$ cat src/rtl/idct_block_writer_pkg.sv
// Shared definitions for the IDCT block writer: FSM states, SRAM segment layout
// and plane codes (segment layout is also what the colourspace stage reads).
package idct_block_writer_pkg;

   typedef enum logic [1:0] {
      S_W_IDLE,
      S_W_FETCH,
      S_W_FLUSH
   } writer_state_t;

   localparam logic [17:0] Y_BASE    = 18'd0;
   localparam logic [17:0] U_BASE    = 18'd38400;
   localparam logic [17:0] V_BASE    = 18'd57600;
   localparam logic [7:0]  Y_STRIDE  = 8'd160;
   localparam logic [7:0]  UV_STRIDE = 8'd80;

   localparam logic [1:0] PLANE_Y       = 2'd0;
   localparam logic [1:0] PLANE_U       = 2'd1;
   localparam logic [1:0] PLANE_V       = 2'd2;
   localparam logic [1:0] PLANE_INVALID = 2'd3;

   localparam logic [4:0] MAX_BLOCK_ROW = 5'd29;
   localparam logic [5:0] MAX_Y_COL     = 6'd39;
   localparam logic [5:0] MAX_UV_COL    = 6'd19;

endpackage

$ cat src/rtl/idct_block_writer_clip.sv
// Saturates a signed 32-bit IDCT sample into the unsigned 8-bit pixel range.
module clip_s32_u8 (
   input  logic signed [31:0] i_value,
   output logic        [7:0]  o_pixel
);

   always_comb begin
      if (i_value < 32'sd0)
         o_pixel = 8'd0;
      else if (i_value > 32'sd255)
         o_pixel = 8'd255;
      else
         o_pixel = i_value[7:0];
   end

endmodule

$ cat src/rtl/idct_block_writer.sv
// Reads one 8x8 block of S values from the IDCT RAM, clips them to 8 bits and
// writes them as 32 packed pixel pairs into the Y/U/V segment of external SRAM.
module idct_block_writer
   import idct_block_writer_pkg::*;
(
   input  logic        i_clk,
   input  logic        i_rst,
   input  logic        i_start,
   input  logic [1:0]  i_plane,
   input  logic [4:0]  i_block_row,
   input  logic [5:0]  i_block_col,
   output logic        o_busy,
   output logic        o_done,
   output logic        o_err,
   output logic [5:0]  o_ram_address,
   input  logic [31:0] i_ram_read_data,
   output logic [17:0] o_sram_address,
   output logic [15:0] o_sram_write_data,
   output logic        o_sram_we_n
);

   writer_state_t r_state;
   writer_state_t w_nextState;

   logic [1:0]  r_plane;
   logic [4:0]  r_row;
   logic [5:0]  r_col;
   logic [6:0]  r_cycle;
   logic [7:0]  r_evenPixel;
   logic        r_busy;
   logic        r_done;
   logic        r_err;
   logic [5:0]  r_ramAddress;
   logic [17:0] r_sramAddress;
   logic [15:0] r_sramWriteData;
   logic        r_sramWeN;

   logic [5:0]  w_colLimit;
   logic        w_inputsOk;
   logic        w_accept;
   logic        w_reject;
   logic [6:0]  w_kFull;
   logic [5:0]  w_k;
   logic        w_dataValid;
   logic        w_writeNow;
   logic        w_lastWrite;
   logic [7:0]  w_clipped;
   logic [17:0] w_base;
   logic [17:0] w_stride;
   logic [17:0] w_lineIdx;
   logic [17:0] w_dest;

   clip_s32_u8 u_clip (
      .i_value (i_ram_read_data),
      .o_pixel (w_clipped)
   );

   always_comb begin
      w_colLimit = (i_plane == PLANE_Y) ? MAX_Y_COL : MAX_UV_COL;
      w_inputsOk = (i_plane != PLANE_INVALID) && (i_block_row <= MAX_BLOCK_ROW)
                   && (i_block_col <= w_colLimit);
   end

   // r_cycle counts FETCH edges; RAM latency means the data on the bus belongs to index r_cycle-1
   always_comb begin
      w_kFull     = r_cycle - 7'd1;
      w_k         = w_kFull[5:0];
      w_dataValid = (r_state == S_W_FETCH) && (r_cycle != 7'd0);
      w_writeNow  = w_dataValid && w_k[0];
      w_lastWrite = w_writeNow && (w_k == 6'd63);
   end

   always_ff @(posedge i_clk or posedge i_rst) begin
      if (i_rst)
         r_state <= S_W_IDLE;
      else
         r_state <= w_nextState;
   end

   always_comb begin
      w_nextState = r_state;
      w_accept    = 1'b0;
      w_reject    = 1'b0;
      case (r_state)
         S_W_IDLE: begin
            if (i_start) begin
               if (w_inputsOk) begin
                  w_accept    = 1'b1;
                  w_nextState = S_W_FETCH;
               end else begin
                  w_reject = 1'b1;
               end
            end
         end
         S_W_FETCH: begin
            if (w_lastWrite)
               w_nextState = S_W_FLUSH;
         end
         S_W_FLUSH: begin
            w_nextState = S_W_IDLE;
         end
         default: begin
            w_nextState = S_W_IDLE;
         end
      endcase
   end

   always_comb begin
      case (r_plane)
         PLANE_U: begin
            w_base   = U_BASE;
            w_stride = {10'd0, UV_STRIDE};
         end
         PLANE_V: begin
            w_base   = V_BASE;
            w_stride = {10'd0, UV_STRIDE};
         end
         default: begin
            w_base   = Y_BASE;
            w_stride = {10'd0, Y_STRIDE};
         end
      endcase
      w_lineIdx = {10'd0, r_row, 3'b000} + {15'd0, w_k[5:3]};
      w_dest    = w_base + w_lineIdx * w_stride + {10'd0, r_col, 2'b00} + {16'd0, w_k[2:1]};
   end

   always_ff @(posedge i_clk or posedge i_rst) begin
      if (i_rst) begin
         r_plane         <= PLANE_Y;
         r_row           <= 5'd0;
         r_col           <= 6'd0;
         r_cycle         <= 7'd0;
         r_evenPixel     <= 8'd0;
         r_busy          <= 1'b0;
         r_done          <= 1'b0;
         r_err           <= 1'b0;
         r_ramAddress    <= 6'd0;
         r_sramAddress   <= 18'd0;
         r_sramWriteData <= 16'd0;
         r_sramWeN       <= 1'b1;
      end else begin
         r_done <= 1'b0;
         r_err  <= w_reject;
         if (w_accept) begin
            r_plane      <= i_plane;
            r_row        <= i_block_row;
            r_col        <= i_block_col;
            r_cycle      <= 7'd0;
            r_busy       <= 1'b1;
            r_ramAddress <= 6'd0;
         end
         if (r_state == S_W_FETCH) begin
            r_cycle   <= r_cycle + 7'd1;
            r_sramWeN <= 1'b1;
            if (r_ramAddress != 6'd63)
               r_ramAddress <= r_ramAddress + 6'd1;
            if (w_dataValid && !w_k[0])
               r_evenPixel <= w_clipped;
            if (w_writeNow) begin
               r_sramWeN       <= 1'b0;
               r_sramWriteData <= {r_evenPixel, w_clipped};
               r_sramAddress   <= w_dest;
            end
         end
         if (r_state == S_W_FLUSH) begin
            r_sramWeN <= 1'b1;
            r_busy    <= 1'b0;
            r_done    <= 1'b1;
         end
      end
   end

   assign o_busy            = r_busy;
   assign o_done            = r_done;
   assign o_err             = r_err;
   assign o_ram_address     = r_ramAddress;
   assign o_sram_address    = r_sramAddress;
   assign o_sram_write_data = r_sramWriteData;
   assign o_sram_we_n       = r_sramWeN;

endmodule

$ cat config.mk
export PLATFORM = sky130hd
export DESIGN_NAME = idct_block_writer
export DESIGN_NICKNAME = d
export VERILOG_FILES = /design/src/rtl/idct_block_writer_pkg.sv /design/src/rtl/idct_block_writer_clip.sv /design/src/rtl/idct_block_writer.sv
export SDC_FILE = /design/constraint.sdc
export NUM_CORES = 1
export LEC_CHECK = 0
export ABC_AREA = 1
export CAP_MARGIN = 25
export CORE_ASPECT_RATIO = 0.8
export CORE_MARGIN = 2
export CORE_UTILIZATION = 57
export DETAILED_ROUTE_END_ITERATION = 12
export PLACE_DENSITY = 0.87
export SLEW_MARGIN = 20
export SYNTH_ARGS = -nofsm -noshare
export SYNTH_HDL_FRONTEND = slang
export SYNTH_SLANG_ARGS = --single-unit
$ cat constraint.sdc
create_clock -name i_clk -period 10.9 [get_ports i_clk]
set_clock_uncertainty 0.15 [all_clocks]
set_input_delay 1.635 -clock i_clk [delete_from_list [all_inputs] [get_ports i_clk]]
set_output_delay 1.635 -clock i_clk [all_outputs]
set_load 0.1 [all_outputs]
* Yosys cells after proc, flatten, opt, wreduce, memory -nomap -nowiden
Cells that the tools add are included.
** Storage, ports and cells
- Flip-flop bits (word level) :: 74
- Bits in latches :: 0
- RAM bits :: 0
- Bits in read-only memories :: 0
- Bits of input ports :: 48
- Word-level logic and storage cells :: 78
- Memories :: 0
** Cells by class
- $add $sub $neg :: 7
- $mul :: 1
- Divide/modulo/power cells :: 0
- $lt $le $gt $ge :: 4
- Eq/ne operators :: 10
- Shift operators :: 0
- Multiplexer cells :: 26
- Bitwise gates (word level) :: 0
- Reduce and logical (&&, ||, !) cells :: 17
** Operators by type and width (count)
- 32-bit by 9-bit greater-than comparator with 1-bit output, second input constant :: 1
- 32-bit by 1-bit less-than comparator with 1-bit output, second input constant :: 1
- 16-bit one-hot mux with 2 select lines :: 1
- 6-bit 2-to-1 mux :: 4
- 8-bit 2-to-1 mux :: 3
- 18-bit adder :: 1
- 18-bit by 2-bit adder with 18-bit output :: 1
- 18-bit by 8-bit adder with 18-bit output :: 1
- 9-bit by 18-bit multiplier with 18-bit output :: 1
- 7-bit 2-to-1 mux :: 2
- 1-bit 2-to-1 mux :: 12
- 8-bit by 3-bit adder with 9-bit output :: 1
- 2-bit inequality test, second input constant :: 4
- 7-bit by 1-bit adder with 7-bit output, second input constant :: 1
- 7-bit nonzero test :: 1
- 6-bit by 1-bit adder with 6-bit output, second input constant :: 1
- 6-bit equality test, second input constant :: 1
- 6-bit less-or-equal comparator :: 1
- 1-bit logical AND :: 6
- 2-bit 2-to-1 mux :: 3
- 6-bit inequality test, second input constant :: 1
- 2-bit nonzero test :: 3
- 6-bit by 1-bit subtractor with 6-bit output, second input constant :: 1
- 5-bit less-or-equal comparator, second input constant :: 1
- other kinds (8) :: 12

* Longest topological paths before layout
- Word-level depth :: 10
- Mapped depth :: 21
- Gate-level depth less buffers :: 21

* Hierarchy
Synthesis repeated with hierarchy kept, for this count alone.
** Second synthesis, totals
- Cell total of the unflattened synthesis :: 602
- Area total of the unflattened synthesis :: 4880.9 um^2
** By module, submodules not included
- idct_block_writer :: instances 1, cells each 563, area an instance 4715.8 um^2, seq. area each 1853.0 um^2
- clip_s32_u8 :: instances 1, cells each 39, area an instance 165.2 um^2, seq. area each 0.0 um^2

* Worst setup path after synthesis
No wires, ideal clock.
- Path kind :: reg2reg
- From :: register r_cycle[0]
- To :: register r_sramAddress[12], in the netlist o_sram_address[12]
- Setup time :: 120 ps
- Arrival :: 3868 ps
- Setup slack :: 6762 ps
- Cell stages (with the launch flop) :: 20
- Path buffers :: 0
- Period minus slack after synthesis :: 4138 ps
- Path through :: dfrtp_1 -> inv_1 -> ha_1 -> nand3_1 -> and2_1 -> nand2_1 -> o21ai_0 -> ha_1 -> inv_1 -> fa_1 -> inv_1 -> fa_1 -> ha_1 -> inv_1 -> fa_1 -> o21ai_1 -> a21oi_1 -> xor2_1 -> nand2_1 -> nand2_1
** Between the ends
- Word-level cells in the longest chain between the ends :: 6
** Ends and longest elaborated chain
- start: declaration :: line idct_block_writer.sv:28 : logic [6:0] r_cycle;
- start signal: assignment :: line idct_block_writer.sv:153 : r_cycle <= r_cycle + 7'd1;
- 6-bit by 1-bit subtractor with 6-bit output :: line idct_block_writer.sv:66 : w_kFull = r_cycle - 7'd1;
- 8-bit by 3-bit adder with 9-bit output :: line idct_block_writer.sv:123 : w_lineIdx = {10'd0, r_row, 3'b000} + {15'd0, w_k[5:3]};
- 9-bit by 18-bit multiplier with 18-bit output :: line idct_block_writer.sv:124 : w_dest = w_base + w_lineIdx * w_stride + {10'd0, r_col, 2'b00} + {16'd0, w_k[2:1]};
- 18-bit adder :: line idct_block_writer.sv:124
- 18-bit by 8-bit adder with 18-bit output :: line idct_block_writer.sv:124
- 18-bit by 2-bit adder with 18-bit output :: line idct_block_writer.sv:124
- end signal: assignment :: line idct_block_writer.sv:162 : r_sramAddress <= w_dest;
- end: declaration :: line idct_block_writer.sv:34 : logic [17:0] r_sramAddress;
Several ways; a longest one is shown, not always the timed one.
A chain may end at the register's enable or synchronous reset.

* Worst setup path after layout
- From :: register r_plane[0]
- To :: register r_sramAddress[14], in the netlist o_sram_address[14]
** Between the ends
- Word-level cells in the longest chain between the ends :: 7
** Ends and longest elaborated chain
- start: declaration :: line idct_block_writer.sv:25 : logic [1:0] r_plane;
- start signal: assignment :: line idct_block_writer.sv:145 : r_plane <= i_plane;
- 2-bit equality test / 2-bit by 1-bit equality test with 1-bit output (equally long branches) :: line idct_block_writer.sv:109 : case (r_plane)
- 2-bit OR reduction (no source line)
- 8-bit 2-to-1 mux :: line idct_block_writer.sv:109
- 9-bit by 18-bit multiplier with 18-bit output :: line idct_block_writer.sv:124
- 18-bit adder (*) :: line idct_block_writer.sv:124
- 18-bit by 8-bit adder with 18-bit output (*) :: line idct_block_writer.sv:124
- 18-bit by 2-bit adder with 18-bit output (*) :: line idct_block_writer.sv:124
Every way passes the cells marked *; elsewhere a longest branch is shown, timed or not.

==> impl_metrics.env <==
export IMPL_port_buffer_count=91
export IMPL_max_clock_path_buffers=2
export IMPL_critPathArrivalTime_ps=4850
export IMPL_yosys_area_share_xor_xnor=0.00903
export IMPL_cts_root_buffer="sky130_fd_sc_hd__clkbuf_8"
export IMPL_drt_vias_per_instance=5.27
export IMPL_finalWirelength_mm=11.0
export IMPL_core_area_um2=8370
export IMPL_drive_above_1_share=0.0499
export IMPL_count_of_antenna_violating_nets_left_after_detailed_routing=0
export IMPL_track_usage=0.247
export IMPL_cts_htree_levels=3
export IMPL_post_dp_hpwl_mm=8.50
export IMPL_post_synth_and_or_nand_nor_area_fraction=0.259
export IMPL_ioPinCount=92
export IMPL_initial_utilization=0.580
export IMPL_gr_total_overflow=0
export IMPL_status="complete, no violations"
export IMPL_fill_cell_total_of_the_finished_layout=659
export IMPL_rsz0062_at_grt="false"
export IMPL_remaining_drc_errors=0
export IMPL_violation_count_after_the_first_detailed_routing_iteration=274
export IMPL_setup_worst_path_class="register to register"
export IMPL_pin_count_of_the_biggest_net_entering_global_routing=75
export IMPL_synth_top_family_by_area="simple AND/OR/NAND/NOR gates"
export IMPL_worst_endpoint_required_ps=10980
export IMPL_synth_adder_area_share=0.186
export IMPL_syn_avg_cell_area_um2=7.94
export IMPL_yosys_cell_types_count=33
export IMPL_maxSlewHeadroom=0.326
export IMPL_post_synthesis_to_final_layout_area_growth_pct=24.0
export IMPL_cts_tree="yes"
export IMPL_dieArea_um2=9270
export IMPL_crit_path_max_incr_delay_ps=560
export IMPL_synth_cell_area_um2=4850
export IMPL_max_cap_violations=0
export IMPL_post_cts_setup_buffer_count=0
export IMPL_worst_hold_path_type="register to register"
export IMPL_cts_hold_buf=0
export IMPL_synth_async_sr_flop_share=1.00
export IMPL_die_height_um=86.5
export IMPL_num_antenna_cells=0
export IMPL_setup_total_negative_slack_ps=0
export IMPL_clkTransAtPathRegs_ps=80
export IMPL_drt_first_pass_iters=5
export IMPL_timing_critical_path_from_type="register"
export IMPL_yosysSeqAreaShare=0.382
export IMPL_final_hold_viol_count=0
export IMPL_num_nets_final=808
export IMPL_post_cts_resized_instances=0
export IMPL_critPathSlowestCell="sky130_fd_sc_hd__ha_1"
export IMPL_fmax_mhz=210
export IMPL_synth_flop_cell="sky130_fd_sc_hd__dfrtp_1"
export IMPL_post_drt_wl_per_cell_um=13.5
export IMPL_synth_cells=611
export IMPL_routed_via_count=4288
export IMPL_chipWidth_um=107
export IMPL_timing_critical_path_cells="inv_1, ha_1, clkinv_1, o21ai_0, ha_1, inv_1, fa_1, inv_1, fa_1, ha_1, inv_1, fa_1, o21ai_1, nand3_1, nand2_1, nand2_1, nand3_1, nand2_1"
export IMPL_crit_top_cell="sky130_fd_sc_hd__inv_1"
export IMPL_launch_point_of_the_worst_path="r_plane[0]"
export IMPL_timing_rr_end="o_sram_address[14]"
export IMPL_setup_viol_count_final=0
export IMPL_clk_latency_ps=350
export IMPL_worst_r2r_startpoint="r_plane[0]"
export IMPL_wire_length_of_the_first_global_routing_pass_mm=18.2
export IMPL_core_rowCount=30
export IMPL_cp_max_fo=16
export IMPL_post_synth_edffs=0
export IMPL_cp_end_kind="register"
export IMPL_grt_pass1_vias=4073
export IMPL_multiplexer_share_of_the_synthesized_area=0
export IMPL_synthesis_warnings=0
export IMPL_final_period_utilization=0.438
export IMPL_fin_crit_ps=4770
export IMPL_reg2regPathDepth=18
export IMPL_cts_sink_count=74
export IMPL_timing_final_max_slew_violations=0
export IMPL_antenna_found_initial=0
export IMPL_number_of_buffers_inserted_during_clock_tree_synthesis=9
export IMPL_seq_cells_post_synth=74
export IMPL_synth_compound_gate_area_share=0.0738
export IMPL_gp_congestion=0.862
export IMPL_timing_critical_path_to="o_sram_address[14]"
export IMPL_ff_to_ff_setup_slack_ps=6130
export IMPL_worst_slew_pin_slew_ps=1010
cell usage in the layout (no fill, tap or decap), types with 2 or more instances in the layout:
| cell | n |
|---|---|
| sky130_fd_sc_hd__a21oi_1 | 13 |
| sky130_fd_sc_hd__a31oi_1 | 5 |
| sky130_fd_sc_hd__clkbuf_8 | 11 |
| sky130_fd_sc_hd__clkdlybuf4s50_1 | 91 |
| sky130_fd_sc_hd__conb_1 | 3 |
| sky130_fd_sc_hd__dfrtp_1 | 73 |
| sky130_fd_sc_hd__fa_1 | 15 |
| sky130_fd_sc_hd__ha_1 | 48 |
| sky130_fd_sc_hd__inv_1 | 80 |
| sky130_fd_sc_hd__inv_2 | 5 |
| sky130_fd_sc_hd__nand2_1 | 178 |
| sky130_fd_sc_hd__nand2_2 | 4 |
| sky130_fd_sc_hd__nand3_1 | 39 |
| sky130_fd_sc_hd__nand3_2 | 3 |
| sky130_fd_sc_hd__nand3b_1 | 3 |
| sky130_fd_sc_hd__nand4_1 | 14 |
| sky130_fd_sc_hd__nor2_1 | 47 |
| sky130_fd_sc_hd__nor2_2 | 4 |
| sky130_fd_sc_hd__nor3_1 | 4 |
| sky130_fd_sc_hd__o21a_1 | 2 |
| sky130_fd_sc_hd__o21ai_0 | 32 |
| sky130_fd_sc_hd__o21ai_1 | 7 |
| sky130_fd_sc_hd__o21bai_1 | 4 |
| sky130_fd_sc_hd__o22ai_1 | 2 |
| sky130_fd_sc_hd__xnor2_1 | 2 |
| sky130_fd_sc_hd__xor2_1 | 3 |
worst max-delay path: cells and delay by family (launching register included):
| family | cells | cell delay, ps |
|---|---|---|
| fa+ha+maj | 6 | 2500 |
| flops | 1 | 370 |
| buf+inv | 5 | 620 |
| compound gates | 2 | 610 |
| simple gates | 5 | 380 |
Yosys cell counts, drive strengths merged, types with 5 or more instances:
master / number / area share
a21oi: 13 / 0.013
a31oi: 5 / 0.0064
buf: 13 / 0.019
clkbuf: 5 / 0.0039
dfrtp: 73 / 0.38
fa: 15 / 0.062
ha: 48 / 0.12
inv: 85 / 0.066
nand2: 182 / 0.14
nand3: 42 / 0.046
nand4: 14 / 0.018
nor2: 51 / 0.042
o21ai: 40 / 0.042
worst min-delay path by stage:
stage,start,endpoint,cells past startpoint
floorplan,r_evenPixel[2],o_sram_write_data[10],2
global placement,r_evenPixel[2],o_sram_write_data[10],2
detailed placement,r_evenPixel[5],o_sram_write_data[13],2
CTS,r_evenPixel[3],o_sram_write_data[11],2
global route,o_sram_write_data[13],o_sram_write_data[13],2
finish,o_sram_write_data[10],o_sram_write_data[10],2
registers in the layout, indices dropped and copies added (netlist names):
signal and count:
r_col 6, o_sram_write_data 16, o_sram_we_n 1, o_ram_address 6
o_sram_address 18, r_state 2, r_evenPixel 8, r_cycle 7
o_err 1, r_row 5, o_busy 1, r_plane 2
o_done 1
metal layers:
| metal | up-vias | global-route usage | routed length, um |
|---|---|---|---|
| li1 | 2110 | - | - |
| met1 | 2035 | 0.316 | 4780 |
| met2 | 123 | 0.421 | 5490 |
| met3 | 20 | 0.0549 | 563 |
| met4 | 0 | 0.0767 | 193 |
| met5 | - | 0 | 0 |
stage by stage:
stage	worst slack, ps	utilization	instance area, um^2	instances	hold slack (ps)
floorplan	6760	-	4850	612	292
CTS	6120	0.719	6020	814	334
finish	6130	0.719	6020	814	331
detailed placement	6120	0.693	5800	798	302
global route	5670	0.719	6020	814	359
global placement	6380	0.693	5800	798	310
area by class of cell:
class | count | area, um^2 | share of cell area
repair buffers | 92 | 918 | 0.153
well taps | 112 | 140 | 0.0233
multi-input cells | 434 | 2570 | 0.427
inverters | 86 | 323 | 0.0537
flip-flops and latches | 74 | 1850 | 0.308
clock buffers | 11 | 151 | 0.0252
clock inverters | 5 | 60.1 | 0.00998
kinds of logic (layout without fill, tap and decap cells):
| kind of cell | Yosys count | in the layout |
|---|---|---|
| adder cells (fa/ha/maj) | 63 | 63 |
| AND/OR/NAND/NOR | 297 | 297 |
| buffers and inverters | 104 | 194 |
| other | 2 | 3 |
| flip-flops | 74 | 74 |
| XOR/XNOR | 5 | 5 |
| AO/OA/AOI/OAI | 66 | 66 |
Power is left out: the tool's default activity adds up to more than one toggle a clock period on the data nets, which glitch-free logic cannot reach.
